--- config.mk ---
export PLATFORM = sky130hd
export DESIGN_NAME = clkdiv_mc_flat
export DESIGN_NICKNAME = d
export VERILOG_FILES = /design/src/rtl/clkdiv_mc_if.sv /design/src/rtl/clkdiv_mc.sv /design/src/flat_wrapper.sv
export SDC_FILE = /design/constraint.sdc
export NUM_CORES = 1
export LEC_CHECK = 0
export ABC_CLOCK_PERIOD_IN_PS = 2650
export CAP_MARGIN = 10
export CORE_MARGIN = 2
export CORE_UTILIZATION = 40
export DETAILED_ROUTE_END_ITERATION = 12
export SYNTH_ARGS = -nofsm -noshare
export SYNTH_HDL_FRONTEND = slang
export SYNTH_SLANG_ARGS = --single-unit
--- constraint.sdc ---
create_clock -name clk_i -period 2.65 [get_ports clk_i]
set_input_delay 0.53 -clock clk_i [delete_from_list [all_inputs] [get_ports clk_i]]
set_output_delay 0.53 -clock clk_i [all_outputs]
set_load 0.01 [all_outputs]
--- src/rtl/clkdiv_mc_if.sv ---
// Control/status bundle for the multi-channel clock divider clkdiv_mc.
// The DIV_TICK strobe vector exists only when CLKDIV_MC_TICK_EN is defined.
interface clkdiv_mc_if #(
  parameter int NUM_CH      = 2,
  parameter int RATIO_WIDTH = 8
);
  logic [NUM_CH-1:0]             clk_en;
  logic [NUM_CH*RATIO_WIDTH-1:0] div_ratio;
  logic [NUM_CH-1:0]             ratio_ld;
  logic [NUM_CH-1:0]             div_clk;
  logic [NUM_CH-1:0]             ratio_pend;
  logic [NUM_CH-1:0]             ratio_upd;
`ifdef CLKDIV_MC_TICK_EN
  logic [NUM_CH-1:0]             div_tick;
`endif

  // ratio_ld is a single-cycle strobe sampled on the source clock posedge;
  // there is no back-pressure, every strobe is captured.
  modport master (
    output clk_en, div_ratio, ratio_ld,
    input  div_clk, ratio_pend, ratio_upd
`ifdef CLKDIV_MC_TICK_EN
    , input div_tick
`endif
  );

  modport slave (
    input  clk_en, div_ratio, ratio_ld,
    output div_clk, ratio_pend, ratio_upd
`ifdef CLKDIV_MC_TICK_EN
    , output div_tick
`endif
  );
endinterface

--- src/rtl/clkdiv_mc.sv ---
// NUM_CH independent integer clock dividers with shadowed, boundary-aligned ratio updates.
// Define CLKDIV_MC_TICK_EN to add the registered per-channel DIV_TICK clock-enable output.
module clkdiv_mc #(
  parameter int NUM_CH      = 2,
  parameter int RATIO_WIDTH = 8
) (
  input  logic        clk_i,
  input  logic        rst_i,
  clkdiv_mc_if.slave  bus
);
  localparam int W = RATIO_WIDTH;
  localparam logic [W-1:0] ONE = W'(1);
  localparam logic [W-1:0] TWO = W'(2);

  logic [NUM_CH-1:0] div_clk_w;
  logic [NUM_CH-1:0] pend_w;
  logic [NUM_CH-1:0] upd_w;
`ifdef CLKDIV_MC_TICK_EN
  logic [NUM_CH-1:0] tick_w;
`endif

  for (genvar g = 0; g < NUM_CH; g++) begin : g_ch
    logic [W-1:0] r_act_q, r_act_d;
    logic [W-1:0] r_pnd_q, r_pnd_d;
    logic [W-1:0] cnt_q, cnt_d;
    logic         pend_q, pend_d;
    logic         div_q, div_d;
    logic         upd_q, upd_d;
    logic         tick_q, tick_d;
    logic [W-1:0] slice, app_val, low_len, high_len;
    logic         en, ld, active, low_done, high_done, boundary, apply;

    always_ff @(posedge clk_i or posedge rst_i) begin
      if (rst_i) begin
        r_act_q <= '0;
        r_pnd_q <= '0;
        cnt_q   <= '0;
        pend_q  <= 1'b0;
        div_q   <= 1'b0;
        upd_q   <= 1'b0;
        tick_q  <= 1'b0;
      end else begin
        r_act_q <= r_act_d;
        r_pnd_q <= r_pnd_d;
        cnt_q   <= cnt_d;
        pend_q  <= pend_d;
        div_q   <= div_d;
        upd_q   <= upd_d;
        tick_q  <= tick_d;
      end
    end

    always_comb begin
      en        = bus.clk_en[g];
      ld        = bus.ratio_ld[g];
      slice     = bus.div_ratio[g*W +: W];
      active    = en && (r_act_q >= TWO);
      low_len   = r_act_q - (r_act_q >> 1);
      high_len  = r_act_q >> 1;
      low_done  = !div_q && (cnt_q == low_len - ONE);
      high_done = div_q && (cnt_q == high_len - ONE);
      boundary  = active && high_done;
      // A strobe on the boundary edge wins over an older pending ratio.
      app_val   = ld ? slice : r_pnd_q;
      apply     = (ld || pend_q) && (!active || boundary);

      r_act_d = r_act_q;
      r_pnd_d = ld ? slice : r_pnd_q;
      pend_d  = ld || pend_q;
      cnt_d   = cnt_q;
      div_d   = div_q;
      upd_d   = apply;
      tick_d  = en && (apply ? (app_val < TWO) : (!active || low_done));

      if (apply) begin
        r_act_d = app_val;
        pend_d  = 1'b0;
        cnt_d   = '0;
        div_d   = 1'b0;
      end else if (!active) begin
        cnt_d = '0;
        div_d = 1'b0;
      end else if (low_done || high_done) begin
        cnt_d = '0;
        div_d = !div_q;
      end else begin
        cnt_d = cnt_q + ONE;
      end
    end

    // clk_en is expected to change synchronously to clk_i, so the mux only
    // swaps sources right after a posedge.
    assign div_clk_w[g] = active ? div_q : clk_i;
    assign pend_w[g]    = pend_q;
    assign upd_w[g]     = upd_q;
`ifdef CLKDIV_MC_TICK_EN
    assign tick_w[g]    = tick_q;
`endif
  end

  assign bus.div_clk    = div_clk_w;
  assign bus.ratio_pend = pend_w;
  assign bus.ratio_upd  = upd_w;
`ifdef CLKDIV_MC_TICK_EN
  assign bus.div_tick   = tick_w;
`endif
endmodule
--- src/flat_wrapper.sv ---
// flat-port wrapper written by rule: the top's interface ports become plain ports
module clkdiv_mc_flat 
#(
  parameter int NUM_CH      = 2,
  parameter int RATIO_WIDTH = 8
)
  (clk_i, rst_i, bus_clk_en, bus_div_ratio, bus_ratio_ld, bus_div_clk, bus_ratio_pend, bus_ratio_upd);
  clkdiv_mc_if #(.NUM_CH(NUM_CH), .RATIO_WIDTH(RATIO_WIDTH)) bus_i ();
  input  logic clk_i;
  input  logic rst_i;
  input wire logic [$bits(bus_i.clk_en)-1:0] bus_clk_en;
  input wire logic [$bits(bus_i.div_ratio)-1:0] bus_div_ratio;
  input wire logic [$bits(bus_i.ratio_ld)-1:0] bus_ratio_ld;
  output wire logic [$bits(bus_i.div_clk)-1:0] bus_div_clk;
  output wire logic [$bits(bus_i.ratio_pend)-1:0] bus_ratio_pend;
  output wire logic [$bits(bus_i.ratio_upd)-1:0] bus_ratio_upd;
  assign bus_i.clk_en = bus_clk_en;
  assign bus_i.div_ratio = bus_div_ratio;
  assign bus_i.ratio_ld = bus_ratio_ld;
  assign bus_div_clk = bus_i.div_clk;
  assign bus_ratio_pend = bus_i.ratio_pend;
  assign bus_ratio_upd = bus_i.ratio_upd;
  clkdiv_mc #(.NUM_CH(NUM_CH), .RATIO_WIDTH(RATIO_WIDTH)) u_core (.clk_i(clk_i), .rst_i(rst_i), .bus(bus_i));
endmodule
After elaboration in Yosys (flattened, before gate mapping) --
Cells that the tools add are included.
Word-level totals: flip-flop bits (word level) 54, output and inout bits 6
Cells by class: $add $sub $neg 8, $lt $le $gt $ge 2, equal/unequal tests 6, muxes and demuxes 18, reduce and logical (&&, ||, !) cells 20
Operators by type and width (number):
- $mux W8 | 8
- $eq A8 B8 Y1 | 4
- $add A8 B1 Y8 const B | 2
- $ge A8 B2 Y1 const B | 2
- $sub A7 B1 Y8 const B | 2
- $sub A8 B1 Y8 const B | 2
- $sub A8 B7 Y8 | 2
- $logic_and A1 B1 Y1 | 10
- $mux W1 | 10
- $logic_or A1 B1 Y1 | 6
- $ne A3 B2 Y1 const B | 2
- $logic_not A1 Y1 | 4

Logic depth before layout (Yosys ltp) --
Gate-level depths: netlist of run 1.
word-level depth 8, gate-level depth with buffers 9, mapped depth without buffers 9

==> results.txt, run 1 <==
slew of the pin with the lowest slew margin = 0.524 ns
Tot Pwr = 0.00401 W
cell area after synthesis = 0.00376 mm2
area growth from synthesis to layout = 22.1%
CP Class = register to register
first-pass GRT wire length = 14000 um
switching share of total power = 0.406
fillers = 857
via count = 2713
final setup fails = 0
Hold Fails Final Rpt = 0
die width = 101 um
# diodes = 0
sequential fraction of the synthesis area = 0.359
Clock power frac = 0.180
Critical Path RT = 3.02 ns
global route total overflow = 0
Placer Congestion = 0.841
1st-iter DRT viols = 93
Placement Cell Area = 0.00430 mm2
clock slew at reported path FFs = 0.11 ns
sequential share of power = 0.267
Post-CTS Hold Buffers = 0
status = finished clean
post-route insts no fill = 531
RSZ-0062 raised after global routing = yes
Cells after Synth = 359
Post-synth ARST share = 1.00
initial core utilization = 0.409
vias in the first global route = 2924
worst rel slew slack = 0.650
Peak Freq = 0.397 GHz
Core Util, Final = 0.500
Final Instance Area = 0.00460 mm2
Clock Latency Late Sink = 0.43 ns
Die ar. = 0.0102 mm2
largest net degree at the start of global routing = 24
DP Wirelength = 6260 um
Startpoint Class = register
post-route ant nets = 0
Seq cells post-synth = 54
CTS tree = done
Pre-antenna DRT Iters = 5
post-synthesis cell type count = 52
Worst VDD drop = 0.335 mV
Mean Syn Cell Area = 10.5 um2
worst-path maximum fanout = 5
post-route minimum period = 2.52 ns
final slew viol count = 0
Post-synth EDFFs = 0
Post-Syn Nets = 419
All-Layer GR Usage = 0.179
Net Sw Power = 0.00163 W
Min-Delay Path Class = input port to asynchronous set/reset pin
CP arrival = 2.89 ns
Cell Pwr Density = 874 mW/mm2
Ports = 28
Max-Cap Viols = 0
I/O Buffers = 27
Worst Slack Setup Final = 0.132 ns
Top FF cell, synth = dfrtp_1
critical path endpoint category = register
initial antenna violation count = 0
pre-CTS WS = 0.0669 ns
placed insts = 511
YS warnings = 0
nets@finish = 479
worst clock skew = 0.0177 ns
Comb pwr share = 0.553
# DRC = 0
Avg WL per Cell = 15.6 um
most frequent cells in the layout = 53 x dfrtp_1, 33 x ha_1, 32 x buf_4, 26 x xor2_1
commonest non-fill, non-tap cell in the layout = dfrtp_1
Rows = 35
Core Footprint = 0.00920 mm2
via/cell ratio = 5.11
P_leak = 2.08 nW
Final Cycle Share = 0.950
die height = 101 um
WL final = 8310 um
Pint = 0.00238 W
layout cell share with drive strength beyond 1 = 0.286
[path summary, 6_finish.rpt]
check	slack, ns	start	depth (start not counted)	to
max	0.13	u_core.g_ch[0].r_act_q[1]	10	u_core.g_ch[0].div_q
min	0.44	rst_i	2	u_core.g_ch[1].upd_q
max reg2reg	0.13	u_core.g_ch[0].r_act_q[1]	10	u_core.g_ch[0].div_q
min reg2reg	0.51	u_core.g_ch[0].r_pnd_q[3]	1	u_core.g_ch[0].r_pnd_q[3]
max in group asynchronous	1.57	rst_i	3	u_core.g_ch[0].r_act_q[0]
min in group clk_i	0.51	u_core.g_ch[0].r_pnd_q[3]	1	u_core.g_ch[0].r_pnd_q[3]
[through the flow]
step	setup TNS, ns	hold WS [ns]
3_5_place_dp	0	0.485
2_1_floorplan	0	0.468
4_1_cts	0	0.441
3_3_place_gp	0	0.478
6_report	0	0.438
5_1_grt	-0.0434	0.477
[synthesized netlist by cell type (4+ instances only)]
master / count / area [um2]
dfrtp_1: 54 / 1350
ha_1: 36 / 450
inv_1: 27 / 101
mux2_2: 27 / 304
xnor2_1: 27 / 236
xor2_1: 26 / 228
a21oi_1: 17 / 85.1
nand2_1: 17 / 63.8
nor2_1: 17 / 63.8
nand3_1: 14 / 70.1
mux2_4: 8 / 120
nand2b_1: 8 / 50.1
nor2b_1: 8 / 50.1
o21ai_0: 7 / 35.0
and3_1: 5 / 31.3
nor3_1: 5 / 25.0
buf_4: 4 / 30.0
[layout make-up]
class,count,area (um2),share of cell area
Clock buffer,11,134,0.0291
Clock inverter,3,25.0,0.00545
Inverter,27,101,0.0221
Multi-Input combinational cell,266,2330,0.507
Sequential cell,54,1350,0.294
Tap cell,111,139,0.0302
Timing Repair Buffer,59,513,0.112
[metal layers]
layer | global-route usage | up-vias | part of all wire
met1 | 0.209 | 1307 | 0.43
met2 | 0.310 | 42 | 0.51
met5 | 0 | - | 0
met3 | 0.0437 | 18 | 0.031
li1 | - | 1346 | -
met4 | 0.0821 | 0 | 0.026
[sequential cells by signal, summed over array words and instances (netlist names)]
register             cells
u_core.g_ch.cnt_q       16
u_core.g_ch.r_pnd_q     16
u_core.g_ch.r_act_q     16
u_core.g_ch.div_q        2
u_core.g_ch.upd_q        2
u_core.g_ch.pend_q       2
[critical path, cell delays in order, from the launching register on]
cell and delay (ns):
dfrtp_1 0.39, inv_2 0.07, ha_4 0.16, fa_1 0.45
nand2b_1 0.10, a21o_2 0.17, a211oi_2 0.09, or3_4 0.35
a2111oi_4 0.35, buf_6 0.17, a32o_1 0.16
[power groups by stage]
stage                     combinational, W   clock, W  sequential [W]
after global placement             0.00200  0.0000658         0.00108
after CTS                          0.00209   0.000759         0.00107
final                              0.00222   0.000724         0.00107
after detailed placement           0.00202  0.0000658         0.00109
after floorplan                    0.00149  0.0000309         0.00107
after global routing               0.00246   0.000783         0.00109
[cell families (layout without fill, tap and decap cells)]
| group | count (synthesis) | in the layout | synth area share |
|---|---|---|---|
| buffers and inverters | 39 | 100 | 0.0446 |
| flip-flops | 54 | 54 | 0.359 |
| AND/OR/NAND/NOR | 84 | 84 | 0.116 |
| AO/OA/AOI/OAI | 53 | 53 | 0.106 |
| multiplexers | 38 | 38 | 0.121 |
| adder cells (fa/ha/maj) | 38 | 38 | 0.130 |
| XOR/XNOR | 53 | 53 | 0.123 |
[what timing repair did]
item / CTS / global route
setup endpoints to repair: 2 / 20
gates cloned: 0 / 1
buffers inserted: 5 / 2
gates resized for setup: 20 / 22
pin swaps: 4 / 9
Note: power is estimated with default switching activity, not from simulation.
==> run 2, diff against run 1 <==
- CORE_MARGIN: 2 -> 10
- TNS_END_PERCENT: not set -> 5
==> results.txt, run 2 (same netlist as run 1, synthesis figures left out) <==
Ports = 28 (unchanged)
Clock Latency Late Sink = 0.42 ns (was 0.43 ns)
pre-CTS WS = 0.0184 ns (was 0.0669 ns)
CP Class = clock port to output pin (was register to register)
nets@finish = 477 (was 479)
Pint = 0.00233 W (was 0.00238 W)
Core Footprint = 0.00920 mm2 (unchanged)
met3 WL post-DR = 308 um (was 256 um)
P_leak = 2.06 nW (was 2.08 nW)
final slew viol count = 0 (unchanged)
commonest non-fill, non-tap cell in the layout = dfrtp_1 (unchanged)
Placer Congestion = 0.823 (was 0.841)
largest registers = u_core.g_ch.cnt_q x16, u_core.g_ch.r_act_q x16, u_core.g_ch.r_pnd_q x16 (unchanged)
final setup fails = 0 (unchanged)
die width = 117 um (was 101 um)
Net Sw Power = 0.00156 W (was 0.00163 W)
Hold WS = 0.423 ns (was 0.438 ns)
Max-Cap Viols = 0 (unchanged)
Worst VDD drop = 0.385 mV (was 0.335 mV)
critical path endpoint category = output pin (was register)
RSZ-0062 raised after global routing = yes (unchanged)
via count = 2717 (was 2713)
crit path cell chain = clkbuf_8, clkbuf_8, mux2_2, clkdlybuf4s15_2 (was inv_2, ha_4, fa_1, nand2b_1, a21o_2, a211oi_2, or3_4, a2111oi_4, buf_6, a32o_1)
r2r setup slk = 0.10 ns (was 0.13 ns)
largest net degree at the start of global routing = 23 (was 24)
most frequent cells in the layout = 53 x dfrtp_1, 36 x ha_1, 31 x buf_4, 27 x mux2_2 (was 53 x dfrtp_1, 33 x ha_1, 32 x buf_4, 26 x xor2_1)
CP dominant cell by count = clkbuf_8
Startpoint Class = clock port (was register)
switching share of total power = 0.401 (was 0.406)
1st-iter DRT viols = 133 (was 93)
first-pass GRT wire length = 14000 um (about the same)
CP arrival = 2.05 ns (was 2.89 ns)
DP Wirelength = 6230 um (was 6260 um)
worst rel slew slack = 0.688 (was 0.650)
crit-path max cell delay = 0.26 ns (was 0.45 ns)
Hold Fails Final Rpt = 0 (unchanged)
status = finished clean (unchanged)
worst-path maximum fanout = 2 (was 5)
WL final = 8160 um (was 8310 um)
I/O Buffers = 27 (unchanged)
Pre-antenna DRT Iters = 4 (was 5)
worst clock skew = 0.0148 ns (was 0.0177 ns)
initial antenna violation count = 0 (unchanged)
# DRC = 0 (unchanged)
CTS tree = done (unchanged)
Min-Delay Path Class = input port to asynchronous set/reset pin (unchanged)
Rows = 35 (unchanged)
critical path's slowest cell = mux2_2 (was fa_1)
Worst Slack Setup Final = 0.0661 ns (was 0.132 ns)
Avg WL per Cell = 15.4 um (was 15.6 um)
post-route ant nets = 0 (unchanged)
Cell Pwr Density = 858 mW/mm2 (was 874 mW/mm2)
All-Layer GR Usage = 0.128 (was 0.179)
Metal-1 WL = 3520 um (was 3570 um)
layout cell share with drive strength beyond 1 = 0.254 (was 0.286)
sequential share of power = 0.275 (was 0.267)
Clock power frac = 0.182 (was 0.180)
Comb pwr share = 0.542 (was 0.553)
post-route minimum period = 2.58 ns (was 2.52 ns)
die height = 117 um (was 101 um)
initial core utilization = 0.409 (unchanged)
wire length on met2 = 4240 um (was 4270 um)
slew of the pin with the lowest slew margin = 0.467 ns (was 0.524 ns)
via/cell ratio = 5.14 (was 5.11)
# diodes = 0 (unchanged)
global route total overflow = 0 (unchanged)
Final Cycle Share = 0.975 (was 0.950)
area growth from synthesis to layout = 20.6% (was 22.1%)
Die ar. = 0.0137 mm2 (was 0.0102 mm2)
clock slew at reported path FFs = 0.11 ns (about the same)
total negative setup slack = 0 ns (unchanged)
vias in the first global route = 2935 (was 2924)
DR top layer = met4 (unchanged)
Critical Path RT = 2.12 ns (was 3.02 ns)
Peak Freq = 0.391 GHz (was 0.397 GHz)
[run 2: metrics by stage]
step | instances | cell area (um2) | total power (W) | util
3_3_place_gp | 511 | 4300 | 0.00313 | 0.468
6_report | 529 | 4540 | 0.00390 | 0.493
4_1_cts | 527 | 4490 | 0.00387 | 0.488
5_1_grt | 529 | 4540 | 0.00424 | 0.493
3_5_place_dp | 511 | 4300 | 0.00316 | 0.468
2_1_floorplan | 359 | 3760 | 0.00259 | -
[run 2: worst max-delay path: cells and delay by family]
family	cells	cell delay (ns)
buffers and inverters	3	0.47
muxes	1	0.26
[run 2: path summary, 6_finish.rpt]
kind / start / end / depth (start not counted)
worst max-delay path: clk_i / bus_div_clk[1] / 4
worst min-delay path: rst_i / u_core.g_ch[0].r_pnd_q[6] / 2
worst max register to register: u_core.g_ch[1].r_act_q[1] / u_core.g_ch[1].cnt_q[1] / 9
worst min register to register: u_core.g_ch[0].r_pnd_q[7] / u_core.g_ch[0].r_pnd_q[7] / 1
max in group asynchronous: rst_i / u_core.g_ch[1].r_act_q[1] / 3
min in group clk_i: u_core.g_ch[0].r_pnd_q[7] / u_core.g_ch[0].r_pnd_q[7] / 1
[run 2: area by class of cell]
| type | count | area (um2) |
|---|---|---|
| inverter | 27 | 101 |
| multi-input combinational | 266 | 2290 |
| timing repair buffer | 57 | 494 |
| tap | 111 | 139 |
| clock buffer | 11 | 140 |
| fill | 881 | 4660 |
| sequential | 54 | 1350 |
| clock inverter | 3 | 25.0 |
[run 2: repair_timing]
action,in CTS,in global routing
gates resized for setup,13,12
pin swaps,3,3
buffers inserted,4,2
hold endpoints to repair,0,0
hold buffers,0,0
endpoints found under the setup margin,3,12
[run 2: routing by layer]
metal	global-route usage	vias up
met1	0.143	1314
met2	0.231	47
met4	0.0404	0
met5	0	-
li1	-	1348
met3	0.0352	8
[run 2: power by group through the flow]
stage	Sequential, W	Clock (W)	Combinational (W)
after floorplan	0.00107	0.0000309	0.00149
after global placement	0.00109	0.0000658	0.00198
after detailed placement	0.00109	0.0000658	0.00200
after CTS	0.00107	0.000740	0.00206
after global routing	0.00109	0.000786	0.00236
final	0.00107	0.000711	0.00211
==> patch, RTL diff (settings of run 2) <==
`NUM_CH` is set to 2 in 3 places; all go to 1.
--- a/src/rtl/clkdiv_mc_if.sv
+++ b/src/rtl/clkdiv_mc_if.sv
@@ -3,3 +3,3 @@
 interface clkdiv_mc_if #(
-  parameter int NUM_CH      = 2,
+  parameter int NUM_CH      = 1,
   parameter int RATIO_WIDTH = 8
--- a/src/rtl/clkdiv_mc.sv
+++ b/src/rtl/clkdiv_mc.sv
@@ -3,3 +3,3 @@
 module clkdiv_mc #(
-  parameter int NUM_CH      = 2,
+  parameter int NUM_CH      = 1,
   parameter int RATIO_WIDTH = 8
--- a/src/flat_wrapper.sv
+++ b/src/flat_wrapper.sv
@@ -3,3 +3,3 @@
 #(
-  parameter int NUM_CH      = 2,
+  parameter int NUM_CH      = 1,
   parameter int RATIO_WIDTH = 8
Ports: changed (6 resized); port bits go from 28 to 15. No check against the original RTL was run, so the function may have changed too.
==> patch against run 2 <==
Die area is 42% lower. First-iteration DRC count decreased by 53%. Area after synthesis is 49% lower. Largest cell class unchanged. Routed wire length fell by 47%. Final area shrank 48%. Critical path type is now flip-flop to flip-flop. Register-to-register slack worse by 0.03 ns. Non-clock buffer count decreased by 25. Sequential share of layout area down 1.1 points. Maximum frequency fell by 0.66%. Power decreased by 47%. Critical path depth rose by 5. Global-route usage fell by 1.2 points. Setup slack better by 0.0088 ns. Sequential cell count is 27 lower.
==> patch: results (changes against run 2) <==
Power
  – Clock network fraction of design power: 18.2% (about the same)
  – Peak supply drop: 532 uV (was 385 uV)
  – Net Switching: 0.000804 W (was 0.00156 W)
  – Static Leak: 1.10 nW (was 2.06 nW)
  – Sequential share of power: 25.3% (was 27.5%)

Final layout
  – Final-stage net count: 243 (was 477)
  – Top flop regs: u_core.g_ch.cnt_q: 8 flops, u_core.g_ch.r_act_q: 8 flops, u_core.g_ch.r_pnd_q: 8 flops (was u_core.g_ch.cnt_q: 16 flops, u_core.g_ch.r_act_q: 16 flops, u_core.g_ch.r_pnd_q: 16 flops)
  – # diodes: 0 (unchanged)
  – Share of cells above drive strength 1: 30.8% (was 25.4%)

Placement
  – Post-DP HPWL: 3290 um (was 6230 um)
  – Placed cell area: 2190 um^2 (was 4300 um^2)
  – Port bufs: 14 (was 27)
  – GP Congestion: 0.890 (was 0.823)

Routing
  – Vias per cell: 5.10 (was 5.14)
  – Initial DRC count: 62 (was 133)
  – Wirelength per Cell: 16.3 um (was 15.4 um)
  – DR pass1 iterations: 4 (unchanged)

Timing
  – Max-Slew Margin vs Limit: 74.3% (was 68.8%)
  – Final clock skew: 0.00181 ns (was 0.0148 ns)

Worst setup path
  – CP Max Fanout: 8 (was 2)
  – WP data arrival: 2.84 ns (was 2.05 ns)

Global routing
  – GRT Total Usage: 11.6% (was 12.8%)
  – First-pass GRT wire length: 7070 um (was 14000 um)
  – Vias in the first global route: 1498 (was 2935)
  – Initial antenna violation count: 0 (unchanged)
  – Largest net degree at the start of global routing: 28 (was 23)

Run status
  – Status: finished, final reports clean (unchanged)

Clock tree
  – CTS clk-pin slew, worst paths: 0.09 ns (was 0.11 ns)
  – Worst-skew pair later-pin latency: 0.37 ns (was 0.42 ns)

Synthesis
  – Warnings, synthesis: 0 (unchanged)
  – Ranking of synthesized cells by area: dfrtp_1, ha_1, xor2_1 (was dfrtp_1, ha_1, mux2_2)
  – Post-synthesis compound-gate area fraction: 11.0% (was 10.6%)
  – Most frequently used flop master after synthesis: dfrtp_1 (unchanged)
  – Commonest cells post-synth: dfrtp_1, ha_1, xor2_1 (was dfrtp_1, ha_1, inv_1, mux2_2, xnor2_1)
  – Seq/Total Area, Yosys: 35.5% (was 35.9%)
  – Synth cell types: 40 (was 52)
  – Post-synth ARST share: 100% (unchanged)
  – Mux contribution to synthesized area: 12.8% (was 12.1%)
  – XOR/XNOR Fraction of Synth Area: 11.5% (was 12.3%)
  – Syn Nets: 206 (was 419)
  – Area share of fa/ha/maj cells after synthesis: 12.9% (was 13.0%)

Worst hold path
  – Worst min-delay path class: input port to async pin (unchanged)
patch: cell types whose count changed in the layout (fill, tap and decap cells not counted), moves of 7 or more:
| cell | delta |
|---|---|
| ha_1 | -20 |
| inv_1 | -13 |
| nand2_1 | -12 |
| nand3_1 | -7 |
| xnor2_1 | -16 |
| buf_4 | -13 |
| a21oi_1 | -13 |
| clkdlybuf4s50_1 | -12 |
| mux2_2 | -18 |
| xor2_1 | -11 |
| dfrtp_1 | -26 |
patch: repair_timing:
item                                    4_1_cts  5_1_grt
buffers inserted                              1        4
gates resized for setup                      10       10
endpoints found under the setup margin        8       10
pin swaps                                     3        6
patch: metal layers:
layer	track usage (%)	part of all wire (%)	vias to the layer above
li1	-	-	672
met1	12.3	43	655
met2	21.1	52	18
met3	3.74	3.9	6
met4	4.05	1.1	0
met5	0	0	-
patch: final cells by class:
cell class / count / area [um^2]
fill: 410 / 2300
multi-input combinational: 131 / 1190
sequential: 27 / 676
timing repair buffer: 32 / 277
clock buffer: 7 / 87.6
tap: 54 / 67.6
inverter: 13 / 48.8
clock inverter: 1 / 5.00
patch: metrics by stage:
step                power, W  worst slack, ns  instances  util [%]  setup TNS [ns]
finish               0.00207           0.0749        265      50.6               0
global route         0.00222          -0.0325        265      50.6          -0.182
CTS                  0.00201           0.0110        261      49.4               0
detailed placement   0.00162          -0.0561        253      47.0         -0.0561
global placement     0.00159          -0.0149        253      47.0         -0.0149
floorplan            0.00131           0.0423        175         -               0
patch: critical path, cell delays in order, from the launching register on:
cell	delay (ns)
dfrtp_1	0.39
ha_1	0.24
fa_2	0.36
xnor2_1	0.23
xnor2_1	0.15
o311ai_0	0.15
a2111o_1	0.46
o31ai_4	0.26
buf_6	0.17
nor2_1	0.05
patch: final timing paths:
| check | slack (ns) | start | endpoint | depth (start not counted) |
|---|---|---|---|---|
| worst min register to register | 0.51 | u_core.g_ch[0].r_pnd_q[5]$_DFF_PP0_ | u_core.g_ch[0].r_pnd_q[5]$_DFF_PP0_ | 1 |
| worst min-delay path | 0.51 | rst_i | u_core.g_ch[0].r_act_q[7]$_DFFE_PP0N_ | 3 |
| max in group asynchronous | 1.89 | rst_i | u_core.g_ch[0].r_pnd_q[1]$_DFF_PP0_ | 3 |
| worst max register to register | 0.07 | u_core.g_ch[0].r_act_q[0]$_DFFE_PP0N_ | u_core.g_ch[0].cnt_q[0]$_DFF_PP0_ | 9 |
| min in group clk_i | 0.51 | u_core.g_ch[0].r_pnd_q[5]$_DFF_PP0_ | u_core.g_ch[0].r_pnd_q[5]$_DFF_PP0_ | 1 |
| worst max-delay path | 0.07 | u_core.g_ch[0].r_act_q[0]$_DFFE_PP0N_ | u_core.g_ch[0].cnt_q[0]$_DFF_PP0_ | 9 |
